==> src/rtl/sys_array_drain.sv <==
// sys_array_drain: result-side drain for the systolic matrix multiplier.
// On each rising edge of arr_done it snapshots all M*K result words. It then
// streams them row-major over a valid/ready port, one word per handshake.
// A done edge that arrives while a frame is held is dropped and flagged in
// the sticky overrun bit.
module sys_array_drain #(
    parameter int M     = 2,
    parameter int K     = 2,
    parameter int IDX_W = (M * K > 1) ? $clog2(M * K) : 1
) (
    input  logic                 clk,
    input  logic                 rst,
    input  logic                 arr_done,
    input  logic                 arr_err,
    input  logic [M*K*32-1:0]    arr_out,
    output logic                 out_valid,
    input  logic                 out_ready,
    output logic [31:0]          out_dat,
    output logic [IDX_W-1:0]     out_idx,
    output logic                 out_last,
    output logic                 out_err,
    output logic                 busy,
    output logic                 overrun,
    input  logic                 clr_ovr
);

    localparam int N = M * K;
    localparam logic [IDX_W-1:0] LAST_IDX = IDX_W'(N - 1);

    typedef enum logic {
        IDLE   = 1'b0,
        STREAM = 1'b1
    } state_t;

    state_t           state;
    logic             done_q;
    logic [31:0]      frame_buf [N];
    logic [IDX_W-1:0] idx;
    logic             frm_err;
    logic             ovr;

    logic done_rise;
    logic is_last;
    logic fire;

    assign done_rise = arr_done & ~done_q;
    assign is_last   = (idx == LAST_IDX);
    assign fire      = (state == STREAM) & out_ready;

    // Remember the previous done level; reset to 0 so a done already high
    // at reset release is seen as a fresh edge.
    always_ff @(posedge clk or posedge rst) begin
        if (rst) begin
            done_q <= 1'b0;
        end else begin
            done_q <= arr_done;
        end
    end

    // Frame sequencer: capture on an edge while idle, then walk the index
    // one step per handshake and return to idle after the last word.
    always_ff @(posedge clk or posedge rst) begin
        if (rst) begin
            state   <= IDLE;
            idx     <= '0;
            frm_err <= 1'b0;
        end else begin
            case (state)
                IDLE: begin
                    if (done_rise) begin
                        frm_err <= arr_err;
                        idx     <= '0;
                        state   <= STREAM;
                    end
                end
                STREAM: begin
                    if (fire) begin
                        if (is_last) begin
                            idx   <= '0;
                            state <= IDLE;
                        end else begin
                            idx <= idx + IDX_W'(1);
                        end
                    end
                end
                default: begin
                    state <= IDLE;
                end
            endcase
        end
    end

    // Snapshot buffer: written only on a capture in idle, so a held frame
    // is never disturbed by later array activity.
    always_ff @(posedge clk or posedge rst) begin
        if (rst) begin
            for (int n = 0; n < N; n++) begin
                frame_buf[n] <= '0;
            end
        end else if (state == IDLE && done_rise) begin
            for (int n = 0; n < N; n++) begin
                frame_buf[n] <= arr_out[n*32 +: 32];
            end
        end
    end

    // Sticky overrun: set by an edge while streaming (including the last
    // handshake cycle); the set takes priority over a simultaneous clear.
    always_ff @(posedge clk or posedge rst) begin
        if (rst) begin
            ovr <= 1'b0;
        end else if (done_rise && state == STREAM) begin
            ovr <= 1'b1;
        end else if (clr_ovr) begin
            ovr <= 1'b0;
        end
    end

    // Outputs derive only from registers, never from out_ready. Data fields
    // are forced to zero while idle.
    assign out_valid = (state == STREAM);
    assign busy      = (state == STREAM);
    assign out_dat   = (state == STREAM) ? frame_buf[idx] : 32'h0;
    assign out_idx   = idx;
    assign out_last  = (state == STREAM) & is_last;
    assign out_err   = (state == STREAM) & frm_err;
    assign overrun   = ovr;

endmodule

==> config.mk <==
export PLATFORM = sky130hd
export DESIGN_NAME = sys_array_drain
export DESIGN_NICKNAME = d
export VERILOG_FILES = /design/src/rtl/sys_array_drain.sv
export SDC_FILE = /design/constraint.sdc
export NUM_CORES = 1
export LEC_CHECK = 0
export BUFFER_PORTS_ARGS = -buffer_cell sky130_fd_sc_hd__clkbuf_2
export CAP_MARGIN = 20
export CORE_MARGIN = 5
export CORE_UTILIZATION = 35
export CTS_CLUSTER_SIZE = 20
export DETAILED_ROUTE_END_ITERATION = 10
export PLACE_DENSITY = 0.68
export REMOVE_ABC_BUFFERS = 1
export SYNTH_ARGS = -nofsm -noshare
export SYNTH_HDL_FRONTEND = slang
export SYNTH_SLANG_ARGS = --single-unit
export TNS_END_PERCENT = 100
==> constraint.sdc <==
create_clock -name clk -period 10.97 [get_ports clk]
set_input_delay 2.194 -clock clk [delete_from_list [all_inputs] [get_ports clk]]
set_output_delay 2.194 -clock clk [all_outputs]
set_load 0.005 [all_outputs]
* Word-level counts from Yosys, hierarchy flattened
Index checks and enable logic that the tools add are counted.
Word-level totals: flip-flop bits (word level) 134
Operators by class: $add $sub $neg 1, magnitude comparators 1, equality and inequality tests 3, mux-type cells 14, bitwise gates (word level) 7, reduce and logical (&&, ||, !) cells 5
Operator list (count):
- $mux 32 | 3
- $bmux 32 s2 | 1
- $mux 2 | 3
- $mux 1 | 5
- $and 1x1->1 | 4
- $pmux 2 s2 | 1
- $reduce_and 2->1 | 2
- $ge 3x3->1 const B | 1
- $not 2->3 | 1
- $add 2x1->2 const B | 1
- $eq 2x2->1 const B | 1
- $logic_and 1x1->1 | 2
- $ne 2x1->1 const B | 1
- $ne 2x2->1 const B | 1
- $not 1->1 | 2
- $pmux 1 s2 | 1
- $reduce_bool 2->1 | 1

* Longest topological paths before layout
Gate-level depths: netlist of the first run.
depth after elaboration 5, depth in mapped cells 4

* Worst setup path before layout of the first run
Ideal clock, no wire load.
path kind reg-to-output, start register idx[1], in the netlist out_idx[1], end output out_dat[0], arrival 1.177 ns, required time 8.776 ns, path slack 7.599 ns, cell stages (with the launch flop) 5, path buffers 2, cell sequence dfrtp_1 buf_2 buf_2 mux2i_1 o22ai_1
On the way: word-level cells in the longest chain between the ends 5
Ends and longest elaborated chain:
- start, declared | RTL line 38 | logic [IDX_W-1:0] idx;
- start signal, assigned | RTL line 82 | idx <= idx + IDX_W'(1);
- $not 2->3 (implied by the code) | RTL line 123 | assign out_dat = (state == STREAM) ? frame_buf[idx] : 32'h0;
- $bmux 32 s2 | RTL line 123
- $mux 32 (implied by the code) (2 in series) | RTL line 123
- $mux 32 | RTL line 123
- end, declared | RTL line 18 | output logic [31:0] out_dat,
No other way between the ends. The select of a mux whose other input is x is not followed.

* Final worst setup path of the first run
start register idx[1], in the netlist out_idx[1], end output out_last
On the way: word-level cells in the longest chain between the ends 2
Ends and longest elaborated chain:
- $eq 2x2->1 | RTL line 47 | assign is_last = (idx == LAST_IDX);
- $and 1x1->1 | RTL line 125 | assign out_last = (state == STREAM) & is_last;
- end, declared | RTL line 20 | output logic out_last,
No other way between the ends.

==> results of run 1 <==
worst max-delay path, delay by kind of cell (launching register included):
family                   cells  cell delay (ns)
AND/OR/NAND/NOR              1             0.14
buffers and inverters        2             0.72
adder cells (fa/ha/maj)      1             0.31
flip-flops                   1             0.81
cell usage after synthesis:
master / instances
mux2i_1: 64
buf_4: 4
and3_1: 1
a31o_2: 2
o21ai_0: 1
and2_1: 2
buf_1: 4
nor3b_2: 1
nand2b_1: 1
o22ai_1: 32
mux2_2: 30
ha_1: 1
buf_6: 10
dfrtp_1: 134
nor4bb_1: 1
mux2_1: 99
buf_2: 9
nand3b_1: 1
or3b_2: 1
nand2_1: 3
clkbuf_1: 2
a21o_1: 1
inv_1: 2
worst max path at each step:
stage | from | end | slack, ns | cells after the start
after CTS | out_idx[1]$_DFFE_PP0P_ | out_dat[16] | 6.24 | 4
after global routing | out_idx[1]$_DFFE_PP0P_ | out_dat[16] | 6.17 | 4
after global placement | arr_done | frame_buf[17]$_DFFE_PP0P_ | 6.48 | 5
after detailed placement | arr_done | frame_buf[4]$_DFFE_PP0P_ | 6.37 | 5
after floorplan | arr_done | frame_buf[0]$_DFFE_PP0P_ | 2.91 | 2
final | out_idx[1]$_DFFE_PP0P_ | out_last | 6.34 | 4
routing by layer:
layer | up-vias | global-route usage | wire, um
met5 | - | 0 | 0
met4 | 0 | 0.0469 | 119
met3 | 8 | 0.0538 | 987
met2 | 117 | 0.220 | 6410
met1 | 1931 | 0.174 | 5760
li1 | 1822 | - | -
logic make-up after synthesis:
kind of cell	count (synthesis)	share of synthesized area
buffers and inverters	31	0.0364
multiplexers	193	0.350
flip-flops	134	0.561
adder cells (fa/ha/maj)	1	0.00209
AND/OR/NAND/NOR	11	0.0126
AO/OA/AOI/OAI	36	0.0385
placed cells by master, fill, tap and decap left out, drive strengths merged:
| master | instances |
|---|---|
| clkbuf | 198 |
| dfrtp | 134 |
| mux2 | 129 |
| mux2i | 64 |
| o22ai | 32 |
| buf | 5 |
| nand2 | 3 |
| and2 | 2 |
| a31o | 2 |
| bufinv | 2 |
| clkinv | 2 |
| inv | 2 |
| nor3b | 1 |
| nand2b | 1 |
| a21o | 1 |
| nand3b | 1 |
| o21ai | 1 |
| or3b | 1 |
| and3 | 1 |
| nor4bb | 1 |
| ha | 1 |
power by group through the flow:
stage | clock, mW | sequential (mW) | combinational (mW)
6_report | 0.549 | 0.893 | 0.720
5_1_grt | 0.585 | 0.929 | 0.803
4_1_cts | 0.566 | 0.897 | 0.740
3_5_place_dp | 0 | 0.905 | 0.738
3_3_place_gp | 0 | 0.884 | 0.715
2_1_floorplan | 0 | 0.874 | 0.500
registers in the layout (all words and copies together), names as in the netlist:
register / flops
busy: 1
overrun: 1
frame_buf: 128
frm_err: 1
out_idx: 2
done_q: 1
per-stage QoR:
step,total power [mW],cells
2_1_floorplan,1.37,377
3_3_place_gp,1.60,774
3_5_place_dp,1.64,774
4_1_cts,2.20,804
5_1_grt,2.32,804
6_report,2.16,804
final cells by class:
class	instances	area share
flip-flops and latches	134	0.446
multi-input cells	241	0.321
repair buffers	177	0.119
clock buffers	26	0.0663
well taps	220	0.0366
clock inverters	4	0.00931
inverters	2	0.00133
==> flow_summary.ini, run 1 <==
[yosys]
netlist-cell-type-count = 23
post-synth-top-area-cell = dfrtp_1
synth_area_mm2 = 0.00598
synthDominantCellAreaShare = 0.561
synth_sequential_area_ratio = 0.561
netlist_instances = 406
ys_seq_elements = 134
postSynthAreaPerCell_um2 = 14.7
synth.top_cells.by_area = dfrtp_1 (56%), mux2_1 (19%), mux2i_1 (11%)
yosysWarningCount = 0

[timing]
fmax_ghz = 0.216
holdWs_ns = 0.481
slew_violations = 0
rsz_0062_raised_after_global_routing = false
finalWorstPathRequiredPeriod_ns = 4.63
finalHoldViolCount = 0
clock-skew-final_ns = 0.00688
finalSetupTns_ns = 0
timing.final.setup_violations = 0
final_min_period_over_clock_period = 0.422
max_slew_headroom_at_the_worst_pin = 0.348
timing_worst_slew_pin_value_ns = 0.978
setup_slack_ns = 6.34

[pwr]
power.share.combinational = 0.333
p_sw_mw = 0.666
power_report.internal_total_mw = 1.50
p_sw_frac = 0.308
irDropWorstVdd_mv = 0.141
seq_power_share = 0.413
power_density_mw_per_mm2 = 287
pwr-share-clk = 0.254
power_leakage_nw = 3.52

[floorplan]
die_h_um = 141
initial_standard_cell_utilization_of_the_core = 0.358
die_x_um = 141
std_cell_rows = 47
core_mm2 = 0.0167
die_area_mm2 = 0.0198
floorplan.io_pins = 173

[min_path]
min_path_cells = 1
timing.hold.worst.start = frame_buf[73]$_DFFE_PP0P_
hold_path.class = reg2reg
worstHoldEndpoint = frame_buf[73]$_DFFE_PP0P_

[detailed_routing]
vias = 3878
route.final.wire_length_um = 13300
number_of_remaining_drc_errors = 0
initialDrtViolationCount = 122
drt_pre_antenna_iters = 4
wl_per_cell_um = 16.5
antenna_left = 0
avgViaCountPerCell = 4.82

[clock_tree]
postCtsHoldBufs = 0
ctsResizeCount = 0
clkLatencyLatePin_ns = 0.41
cts.root.buffer_cell = clkbuf_16
cts.reportedPaths.clkPinSlew_ns = 0.06
tritoncts.num_buffers = 17
clockBufferDepth = 2
tritoncts = built
ctsHtreeMaxLevel = 4
cts_num_sinks = 134
number_of_buffers_inserted_to_repair_setup_after_cts = 0

[cells_and_area]
postLayoutCellArea_mm2 = 0.00753
postLayoutCoreUtil = 0.451
area_delta_synth_final_pct = 25.9
num_antenna_cells = 0
seq_area_mm2 = 0.00336
drive_gt1_frac = 0.409
filler_cell_count = 1571
nNetsFinal = 708
multi_input_comb_area_mm2 = 0.00242

[place]
dp_hpwl_um = 9240
port-buffer-count = 172
placed_cell_area_mm2 = 0.00696
post-place-ws_ns = 6.37
gpl.final_weighted_congestion = 0.766

[critical_path]
r2r_slack_ns = 8.12
crit_path_end_kind = output port
timing.critical_path.slowest_stage_cell = dfrtp_4
timing.critical_path.slowest_cell_delay_ns = 0.81
worstPathMaxFanout = 35
path_cells = buf_4 > ha_1 > and2_1 > clkbuf_2
worst_setup_path_start_kind = flip-flop
ff2ff_path_depth = 4
worst_r2r_endpoint = frame_buf[14]$_DFFE_PP0P_
timing.critical_path.required_ns = 8.78
cp.arrival_ns = 2.44
criticalPathCategory = reg2out
crit-reg2reg-launch = busy$_DFF_PP0_

[global_route]
first_global_vias = 4333
global_route.overflow_total = 0
grt_use_total = 0.139
pin_count_of_the_biggest_net_entering_global_routing = 76
grt_first_pass_wirelength_um = 21900
initial_antenna_violation_count = 0

[run_status]
run_status = completed

[run]
drv.max_cap_violation_count = 0
No activity file was read; power rests on OpenSTA's default activity.
==> inputs of run 2 (changes only) <==
- PLACE_DENSITY: 0.68 -> 0.7
- clock period: 10.97 -> 4 ns (I/O delays scaled with it)
==> flow_summary.ini, run 2 (same netlist as run 1, synthesis figures left out) <==
[critical_path]
cp.buffers_inverters = 2
crit_path_end_kind = output port
worst_r2r_endpoint = frame_buf[26]$_DFFE_PP0P_
worstPathMaxFanout = 17
path_cells = nand2_1 > buf_4 > o22ai_1 > clkbuf_2
cp.arrival_ns = 2.33
ff2ff_path_depth = 3
worst_setup_path_start_kind = flip-flop
timing.critical_path.slowest_stage_cell = dfrtp_1
r2r_slack_ns = 1.89
timing.critical_path.required_ns = 3.20
critical-path-top-delay-family = flip-flops
crit-reg2reg-launch = busy$_DFF_PP0_
criticalPathCategory = reg2out
timing.critical_path.slowest_cell_delay_ns = 0.59

[global_route]
pin_count_of_the_biggest_net_entering_global_routing = 110
first_global_vias = 4426
grt_first_pass_wirelength_um = 22500
global_route.overflow_total = 0
grt_use_total = 0.141
initial_antenna_violation_count = 0

[timing]
finalHoldViolCount = 0
setup_slack_ns = 0.866
fmax_ghz = 0.319
timing_worst_slew_pin_value_ns = 0.917
final_min_period_over_clock_period = 0.784
timing.final.setup_violations = 0
clock-skew-final_ns = 0.00582
max_slew_headroom_at_the_worst_pin = 0.389
slew_violations = 0
finalWorstPathRequiredPeriod_ns = 3.13
finalSetupTns_ns = 0
rsz_0062_raised_after_global_routing = false

[detailed_routing]
wl_per_cell_um = 16.7
antenna_left = 0
initialDrtViolationCount = 140
vias = 3919
avgViaCountPerCell = 4.85
drt_pre_antenna_iters = 4
number_of_remaining_drc_errors = 0
route.final.wire_length_um = 13500

[cells_and_area]
drive_gt1_frac = 0.422
registers.top_by_ff_count = frame_buf
num_antenna_cells = 0
layout.cells.most_common = clkbuf_2
largest_register_ffs = 128
mostFrequentLayoutCells = clkbuf_2 (172), dfrtp_1 (133), mux2_1 (99)
area_delta_synth_final_pct = 27.6
nNetsFinal = 710
postLayoutCoreUtil = 0.457

[clock_tree]
postCtsHoldBufs = 0
tritoncts = built
ctsResizeCount = 0
ctsHtreeMaxLevel = 4
tritoncts.num_buffers = 17
clkLatencyLatePin_ns = 0.40
cts.root.buffer_cell = clkbuf_16
cts_num_sinks = 134
clockBufferDepth = 2
cts.reportedPaths.clkPinSlew_ns = 0.06
number_of_buffers_inserted_to_repair_setup_after_cts = 0

[pwr]
power.total_mw = 6.08
power_density_mw_per_mm2 = 796
irDropWorstVdd_mv = 0.410
power_leakage_nw = 3.56

[floorplan]
die_h_um = 141
initial_standard_cell_utilization_of_the_core = 0.358
core_mm2 = 0.0167
die_area_mm2 = 0.0198
floorplan.io_pins = 173
die_x_um = 141
std_cell_rows = 47

[place]
gpl.final_weighted_congestion = 0.754
port-buffer-count = 172
post-place-ws_ns = 1.25
dp_hpwl_um = 9510

[run_status]
run_status = completed

[min_path]
hold_path.class = in2async

[run]
drv.max_cap_violation_count = 0
## run 2: per-stage QoR
step	hold slack (ns)	std cells	instance area (um^2)
after global routing	0.379	808	7630
after floorplan	0.450	377	5770
after CTS	0.487	807	7610
final	0.368	808	7630
after global placement	0.466	775	6980
after detailed placement	0.474	775	6980
## run 2: power breakdown
part	switching, mW	total (mW)	internal, mW
logic	0.897	2.00	1.11
clock network	0.605	1.63	1.02
registers	0.410	2.45	2.04
## run 2: worst max path at each step
stage                   startpoint                  endpoint  cells past startpoint
finish              busy$_DFF_PP0_                out_dat[7]                      4
global route        busy$_DFF_PP0_                out_dat[7]                      4
CTS                 busy$_DFF_PP0_                out_dat[7]                      4
detailed placement  busy$_DFF_PP0_                out_dat[7]                      4
global placement    busy$_DFF_PP0_               out_dat[18]                      4
floorplan                 arr_done  frame_buf[0]$_DFFE_PP0P_                      2
## run 2: worst reg2reg max path: stages (launching register included)
cell and delay (ns):
dfrtp_1 0.52, nor3b_4 0.26, buf_4 0.71, mux2_2 0.51
## run 2: layout make-up
type	instances	area, um^2
Clock buffer	19	453
Clock inverter	13	170
Fill cell	1512	9070
Inverter	2	12.5
Multi-Input combinational cell	241	2420
Sequential cell	134	3360
Tap cell	220	275
Timing Repair Buffer	179	946
## run 2: metal layers
layer  global-route usage  vias to the layer above  wire length [um]
li1                     -                     1832                 -
met1                0.173                     1978              5720
met2                0.236                       99              6880
met3               0.0484                       10               802
met4               0.0428                        0               129
met5                    0                        -                 0
==> inputs of run 3 (changes only) <==
- clock period: 4 -> 2.8 ns (I/O delays scaled with it)
==> flow_summary.ini, run 3 (same netlist as run 1, synthesis figures left out) <==
[cells_and_area]
num_antenna_cells = 0
filler_cell_count = 1540
postLayoutCoreUtil = 0.458
multi_input_comb_area_mm2 = 0.00242
layout.cells.most_common = clkbuf_2
drive_gt1_frac = 0.419
postLayoutCellArea_mm2 = 0.00765
layoutNonFillerInstCount = 809
registers.top_by_ff_count = frame_buf
largest_register_ffs = 128
area_delta_synth_final_pct = 27.9
mostFrequentLayoutCells = clkbuf_2 (172), dfrtp_1 (133), mux2_1 (99)
seq_area_mm2 = 0.00336
nNetsFinal = 712

[timing]
finalWorstPathRequiredPeriod_ns = 2.54
holdWs_ns = 0.164
max_slew_headroom_at_the_worst_pin = 0.699
finalHoldViolCount = 0
finalSetupTns_ns = 0
rsz_0062_raised_after_global_routing = false
slew_violations = 0
timing.final.setup_violations = 0
fmax_ghz = 0.394
timing_worst_slew_pin_value_ns = 0.452
final_min_period_over_clock_period = 0.908
setup_slack_ns = 0.259
clock-skew-final_ns = 0.00891

[clock_tree]
clkLatencyLatePin_ns = 0.41
number_of_buffers_inserted_to_repair_setup_after_cts = 0
cts.reportedPaths.clkPinSlew_ns = 0.06
postCtsHoldBufs = 0
clockBufferDepth = 2
tritoncts = built
tritoncts.num_buffers = 17
ctsHtreeMaxLevel = 4
cts.root.buffer_cell = clkbuf_16
ctsResizeCount = 0
cts_num_sinks = 134

[global_route]
initial_antenna_violation_count = 0
first_global_vias = 4636
grt_use_total = 0.146
pin_count_of_the_biggest_net_entering_global_routing = 73
grt_first_pass_wirelength_um = 23200
global_route.overflow_total = 0

[floorplan]
die_x_um = 141
core_mm2 = 0.0167
die_area_mm2 = 0.0198
std_cell_rows = 47
floorplan.io_pins = 173
die_h_um = 141
initial_standard_cell_utilization_of_the_core = 0.358

[place]
place_inst = 778
dp_hpwl_um = 10100
post-place-ws_ns = 0.667
gpl.final_weighted_congestion = 0.768
port-buffer-count = 172
placed_cell_area_mm2 = 0.00707

[min_path]
hold_path.class = in2async

[detailed_routing]
drt_pre_antenna_iters = 4
initialDrtViolationCount = 120
avgViaCountPerCell = 4.87
vias = 3939
antenna_left = 0
number_of_remaining_drc_errors = 0
wl_per_cell_um = 17.0
route.final.wire_length_um = 13700

[pwr]
seq_power_share = 0.402
power.share.combinational = 0.349
irDropWorstVdd_mv = 0.452
power_density_mw_per_mm2 = 1130
power.total_mw = 8.61
p_sw_frac = 0.312
pwr-share-clk = 0.249
power_report.internal_total_mw = 5.92
power_leakage_nw = 3.56
p_sw_mw = 2.68

[critical_path]
r2r_slack_ns = 0.97
worstPathMaxFanout = 18
timing.critical_path.required_ns = 2.24
cp.arrival_ns = 1.98
criticalPathCategory = reg2out
worst_setup_path_start_kind = flip-flop
worst_r2r_endpoint = frame_buf[29]$_DFFE_PP0P_
crit-reg2reg-launch = busy$_DFF_PP0_
ff2ff_path_depth = 3
crit_path_end_kind = output port

[run]
drv.max_cap_violation_count = 0

[run_status]
run_status = completed
## run 3: worst max-delay path, cell delays in order (launching register included)
cell and delay [ns]:
dfrtp_1 0.58, nand2b_2 0.36, buf_12 0.28, o22ai_1 0.19
clkbuf_2 0.14
## run 3: worst max path at each step
stage | from | slack [ns] | endpoint | cells after the start
2_1_floorplan | busy$_DFF_PP0_ | -3.74 | frame_buf[0]$_DFFE_PP0P_ | 2
3_3_place_gp | busy$_DFF_PP0_ | 0.75 | out_dat[7] | 4
3_5_place_dp | busy$_DFF_PP0_ | 0.67 | out_dat[10] | 4
4_1_cts | busy$_DFF_PP0_ | 0.22 | out_dat[10] | 4
5_1_grt | busy$_DFF_PP0_ | 0.09 | out_dat[15] | 4
6_report | busy$_DFF_PP0_ | 0.26 | out_dat[10] | 4
## run 3: layout make-up
class | count | share of cell area
repair buffers | 181 | 0.131
flip-flops and latches | 134 | 0.439
clock inverters | 6 | 0.00867
clock buffers | 25 | 0.0674
inverters | 2 | 0.00164
multi-input cells | 241 | 0.316
well taps | 220 | 0.0360
## run 3: power groups by stage
stage	logic [mW]	clock network [mW]	registers [mW]
floorplan	1.96	0	3.42
global placement	2.98	0	3.40
detailed placement	3.07	0	3.51
CTS	3.08	2.21	3.48
global route	3.34	2.30	3.60
finish	3.00	2.14	3.46
## run 3: per-layer routing
metal	wire [um]	global-route usage
met5	0	0
met2	7160	0.257
met1	5660	0.172
met3	783	0.0518
met4	127	0.0286
